`src/rtl/packet_router_stats.sv`:
```
// Passive statistics stage: counts completed packets on the router's two stream
// outputs and its drop path, and publishes freezable snapshots to the register bank.
module packet_router_stats #(
    parameter int CNT_WIDTH = 32,
    parameter int SATURATE  = 0
) (
    input  logic                 clk,
    input  logic                 resetn,
    input  logic                 m0_tvalid,
    input  logic                 m0_tready,
    input  logic                 m0_tlast,
    input  logic                 m1_tvalid,
    input  logic                 m1_tready,
    input  logic                 m1_tlast,
    input  logic                 drop_tvalid,
    input  logic                 drop_tlast,
    input  logic                 stats_clear,
    input  logic                 stats_freeze,
    output logic [CNT_WIDTH-1:0] num_packets_sent_to_output_0,
    output logic [CNT_WIDTH-1:0] num_packets_sent_to_output_1,
    output logic [CNT_WIDTH-1:0] num_packets_dropped,
    output logic [2:0]           overflow,
    output logic [1:0]           in_packet
);

    localparam logic [CNT_WIDTH-1:0] ALL_ONES = '1;

    logic                 ev0, ev1, evd;
    logic                 beat0, beat1;
    logic [CNT_WIDTH-1:0] cnt0, cnt1, cntd;
    logic [CNT_WIDTH:0]   nxt0, nxt1, nxtd;
    logic [2:0]           overflow_next;

    // Result packs {overflow_this_edge, next_count}; a clear wins over any wrap.
    function automatic logic [CNT_WIDTH:0] next_count(
        input logic [CNT_WIDTH-1:0] cnt,
        input logic                 ev,
        input logic                 clr
    );
        logic [CNT_WIDTH:0] r;
        r = '0;
        if (clr) begin
            r[0] = ev;
        end else if (ev) begin
            if (cnt == ALL_ONES) begin
                r[CNT_WIDTH]     = 1'b1;
                r[CNT_WIDTH-1:0] = (SATURATE != 0) ? ALL_ONES : '0;
            end else begin
                r[CNT_WIDTH-1:0] = cnt + 1'b1;
            end
        end else begin
            r[CNT_WIDTH-1:0] = cnt;
        end
        return r;
    endfunction

    always_comb begin
        beat0 = m0_tvalid & m0_tready;
        beat1 = m1_tvalid & m1_tready;
        ev0   = beat0 & m0_tlast;
        ev1   = beat1 & m1_tlast;
        evd   = drop_tvalid & drop_tlast;
        nxt0  = next_count(cnt0, ev0, stats_clear);
        nxt1  = next_count(cnt1, ev1, stats_clear);
        nxtd  = next_count(cntd, evd, stats_clear);
        overflow_next = stats_clear ? 3'b000
                      : (overflow | {nxtd[CNT_WIDTH], nxt1[CNT_WIDTH], nxt0[CNT_WIDTH]});
    end

    // Published counts sample the pre-edge internal counters, giving two-edge latency.
    always_ff @(posedge clk) begin
        if (!resetn) begin
            cnt0                         <= '0;
            cnt1                         <= '0;
            cntd                         <= '0;
            overflow                     <= '0;
            in_packet                    <= '0;
            num_packets_sent_to_output_0 <= '0;
            num_packets_sent_to_output_1 <= '0;
            num_packets_dropped          <= '0;
        end else begin
            cnt0     <= nxt0[CNT_WIDTH-1:0];
            cnt1     <= nxt1[CNT_WIDTH-1:0];
            cntd     <= nxtd[CNT_WIDTH-1:0];
            overflow <= overflow_next;
            if (beat0) begin
                in_packet[0] <= ~m0_tlast;
            end
            if (beat1) begin
                in_packet[1] <= ~m1_tlast;
            end
            if (!stats_freeze) begin
                num_packets_sent_to_output_0 <= cnt0;
                num_packets_sent_to_output_1 <= cnt1;
                num_packets_dropped          <= cntd;
            end
        end
    end

endmodule

```
`config.mk`:
```
export PLATFORM = sky130hd
export DESIGN_NAME = packet_router_stats
export DESIGN_NICKNAME = d
export VERILOG_FILES = /design/src/rtl/packet_router_stats.sv
export SDC_FILE = /design/constraint.sdc
export NUM_CORES = 1
export LEC_CHECK = 0
export CAP_MARGIN = 25
export CORE_ASPECT_RATIO = 1.25
export CORE_MARGIN = 2
export CORE_UTILIZATION = 45
export DETAILED_ROUTE_END_ITERATION = 8
export PLACE_DENSITY = 0.73
export SLEW_MARGIN = 20
export SYNTH_ARGS = -nofsm -noshare
export SYNTH_HDL_FRONTEND = slang
export SYNTH_SLANG_ARGS = --single-unit
```
`constraint.sdc`:
```
create_clock -name clk -period 2.2 [get_ports clk]
set_input_delay 0.44 -clock clk [delete_from_list [all_inputs] [get_ports clk]]
set_output_delay 0.44 -clock clk [all_outputs]
set_load 0.05 [all_outputs]
```
==> impl_metrics.env <==
export IMPL_gp_congestion=0.7826
export IMPL_finalHoldViolCount=0
export IMPL_vias=6096
export IMPL_cp_buffers_inverters=1
export IMPL_grt_pass1_vias=5911
export IMPL_yosysWarnings=0
export IMPL_min_period_over_period=0.9362
export IMPL_cts_hold_buf=0
export IMPL_avgSynthCellArea_um2=9.897
export IMPL_dr_first_iter_drc_count=220
export IMPL_clock_root_buffer="clkbuf_16"
export IMPL_cts_htree_levels=4
export IMPL_rsz0062_at_grt="false"
export IMPL_post_dp_hpwl_mm=11.96
export IMPL_buffer_ports_inserted=112
export IMPL_antenna_found_initial=0
export IMPL_cp_slowest_cell="clkdlybuf4s50_1"
export IMPL_path_cells="clkdlybuf4s50_1"
export IMPL_drv_slew=0
export IMPL_post_cts_buffers=0
export IMPL_fp_dieH_um=155.1
export IMPL_nNetsFinal=979
export IMPL_critPathMaxStageDelay_ns=0.82
export IMPL_crit_path_start_kind="flip-flop"
export IMPL_cts_buffer_depth=2
export IMPL_cts_sinks=197
export IMPL_start_util=0.4561
export IMPL_cts_tree="built"
export IMPL_mostFrequentLayoutCells="dfxtp_1, clkdlybuf4s50_1, mux2i_1"
export IMPL_finClkSkew_ns=0.006498
export IMPL_cp_arrival_ns=1.62
export IMPL_fin_ws_ns=0.1404
export IMPL_drc=0
export IMPL_synth_seq_cells=197
export IMPL_power_density_nw_per_um2=678.1
export IMPL_yosysUniqueCellTypes=49
export IMPL_required_ns=1.76
export IMPL_numCtsBuffers=17
export IMPL_critPathTopFamily="buffers and inverters"
export IMPL_synth_top_cell_area_share=0.4795
export IMPL_diodes=0
export IMPL_worstHoldPathType="input pin to flip-flop"
export IMPL_cap_violations=0
export IMPL_area_sequential_um2=3944
export IMPL_track_usage=0.1834
export IMPL_fmax_ghz=0.4855
export IMPL_max_slew_margin_rel=0.6234
export IMPL_synth_async_reset_ratio=0
export IMPL_grt_pass1_wl_mm=29.25
export IMPL_drtAntennaViolNets=0
export IMPL_die_width_um=124.9
export IMPL_n_fill_cell=1634
export IMPL_synth_edf_count=0
export IMPL_layout_cells_non_filler=1205
export IMPL_cp_end_kind="primary output"
export IMPL_worst_skew_pair_late_latency_ns=0.43
export IMPL_synthTopCellsByArea="dfxtp_1, mux2i_1, nor2b_1"
export IMPL_status="completed"
export IMPL_multi_input_area_um2=4076
export IMPL_p_leak_uw=0.003840
export IMPL_gr_total_overflow=0
export IMPL_core_region_area_um2=18030
export IMPL_yosysTopAreaCell="dfxtp_1"
export IMPL_criticalPathCategory="flip-flop to primary output"
export IMPL_period_needed_ns=2.060
export IMPL_path_max_fanout=2
export IMPL_routedWlPerCell_um=14.35
export IMPL_grt_max_degree=65
export IMPL_finalSetupViolCount=0
export IMPL_dp_cells=1173
export IMPL_worst_pin_slew_ns=0.5631
export IMPL_dr_pass1_iters=4
export IMPL_synthesis_nets=846
export IMPL_top_level_ports=113
export IMPL_final_common_cell="dfxtp_1"
export IMPL_placed_area_um2=9796
export IMPL_final_area_um2=10420
export IMPL_synth_area_um2=8224
export IMPL_drive_above_1_share=0.09314
export IMPL_routed_wl_mm=17.29
export IMPL_synth_ff_type="dfxtp_1"
export IMPL_pre_cts_slack_ns=-0.07814
export IMPL_die_area_um2=19380
export IMPL_post_cts_resized=0
export IMPL_ys_seq_area_frac=0.4795
export IMPL_vias_per_cell=5.059
export IMPL_synthCells=831
export IMPL_clk_pin_slew_worst_paths_ns=0.07
export IMPL_fp_row_count=55
export IMPL_syn2layout_area_growth_pct=26.65
export IMPL_peakVddDrop_mv=0.4804
[power breakdown]
part	switching, uW	internal [uW]	total (uW)
logic	145	116	261
registers	6.06	3570	3580
clock network	1330	1890	3220
total	1490	5580	7060
[worst reg2reg max path, stage by stage, from the launching register on]
cell	delay, ns
dfxtp_1	0.43
nand4_1	0.26
nor4_2	0.43
nand3_1	0.20
or3_1	0.37
a21oi_1	0.16
[sequential cells by signal (all words and copies together) (netlist names)]
name,cells
cnt0,32
cnt1,32
cntd,32
num_packets_dropped,32
num_packets_sent_to_output_0,32
num_packets_sent_to_output_1,32
overflow,3
in_packet,2
[per-layer routing]
layer | GRT usage | wire (um) | part of all wire
met5 | 0 | 0 | 0
met4 | 0.07884 | 333 | 0.019
met3 | 0.04058 | 714 | 0.041
met2 | 0.3068 | 8339 | 0.48
met1 | 0.2289 | 7905 | 0.46
[worst paths after layout]
check	startpoint	to	slack [ns]	cells after the start
worst min register to register	overflow[1]$_SDFF_PP0_	overflow[1]$_SDFF_PP0_	0.47	1
worst max-delay path	num_packets_sent_to_output_0[2]$_SDFFE_PN0N_	num_packets_sent_to_output_0[2]	0.14	1
worst max register to register	cnt0[13]$_SDFFE_PP0P_	cnt0[29]$_SDFFE_PP0P_	0.28	5
worst min-delay path	resetn	num_packets_dropped[31]$_SDFFE_PN0N_	0.44	2
[through the flow]
stage / hold slack, ns / total power [uW] / setup TNS, ns / utilization
floorplan: 0.4644 / 3836 / 0 / -
global placement: 0.4477 / 3922 / -0.05989 / 0.5433
detailed placement: 0.4603 / 3924 / -0.2839 / 0.5433
CTS: 0.4313 / 7141 / 0 / 0.5777
global route: 0.4431 / 7300 / 0 / 0.5777
finish: 0.4393 / 7064 / 0 / 0.5777
[final cells by class]
cell class                      count  area share
Clock buffer                       22     0.04553
Sequential cell                   197      0.3786
Timing Repair Buffer              150      0.1391
Inverter                           11    0.003964
Tap cell                          228     0.02739
Clock inverter                     10     0.01405
Multi-Input combinational cell    587      0.3914
[cells in the mapped netlist, types with 2 or more instances]
cell type and count:
a31oi_1 2, xor2_1 60, inv_1 11, o311a_1 2, nand3_1 40, or3_1 4, dfxtp_1 197, nor2_1 91
a21oi_1 13, mux2i_1 97, nand4_1 37, nand4_2 2, nor3_1 9, buf_1 5, nor2b_1 96, o21ai_0 6
xnor2_1 23, nor2_2 2, nor4_1 5, nor4_4 4, buf_4 3, ha_1 3, nor3b_1 5, and4_1 10
and3_1 12, and2_1 4, o21a_1 2, buf_2 10, nand2_1 36, clkbuf_1 17, nor4_2 5
[cells by family after synthesis]
| group | after synthesis | synth area share |
|---|---|---|
| compound gates | 30 | 0.02267 |
| mux | 97 | 0.1181 |
| xor+xnor | 83 | 0.08839 |
| buf+inv | 47 | 0.02525 |
| fa+ha+maj | 3 | 0.004565 |
| flops | 197 | 0.4795 |
| simple gates | 374 | 0.2615 |
Power figures use the tool's default switching activity.
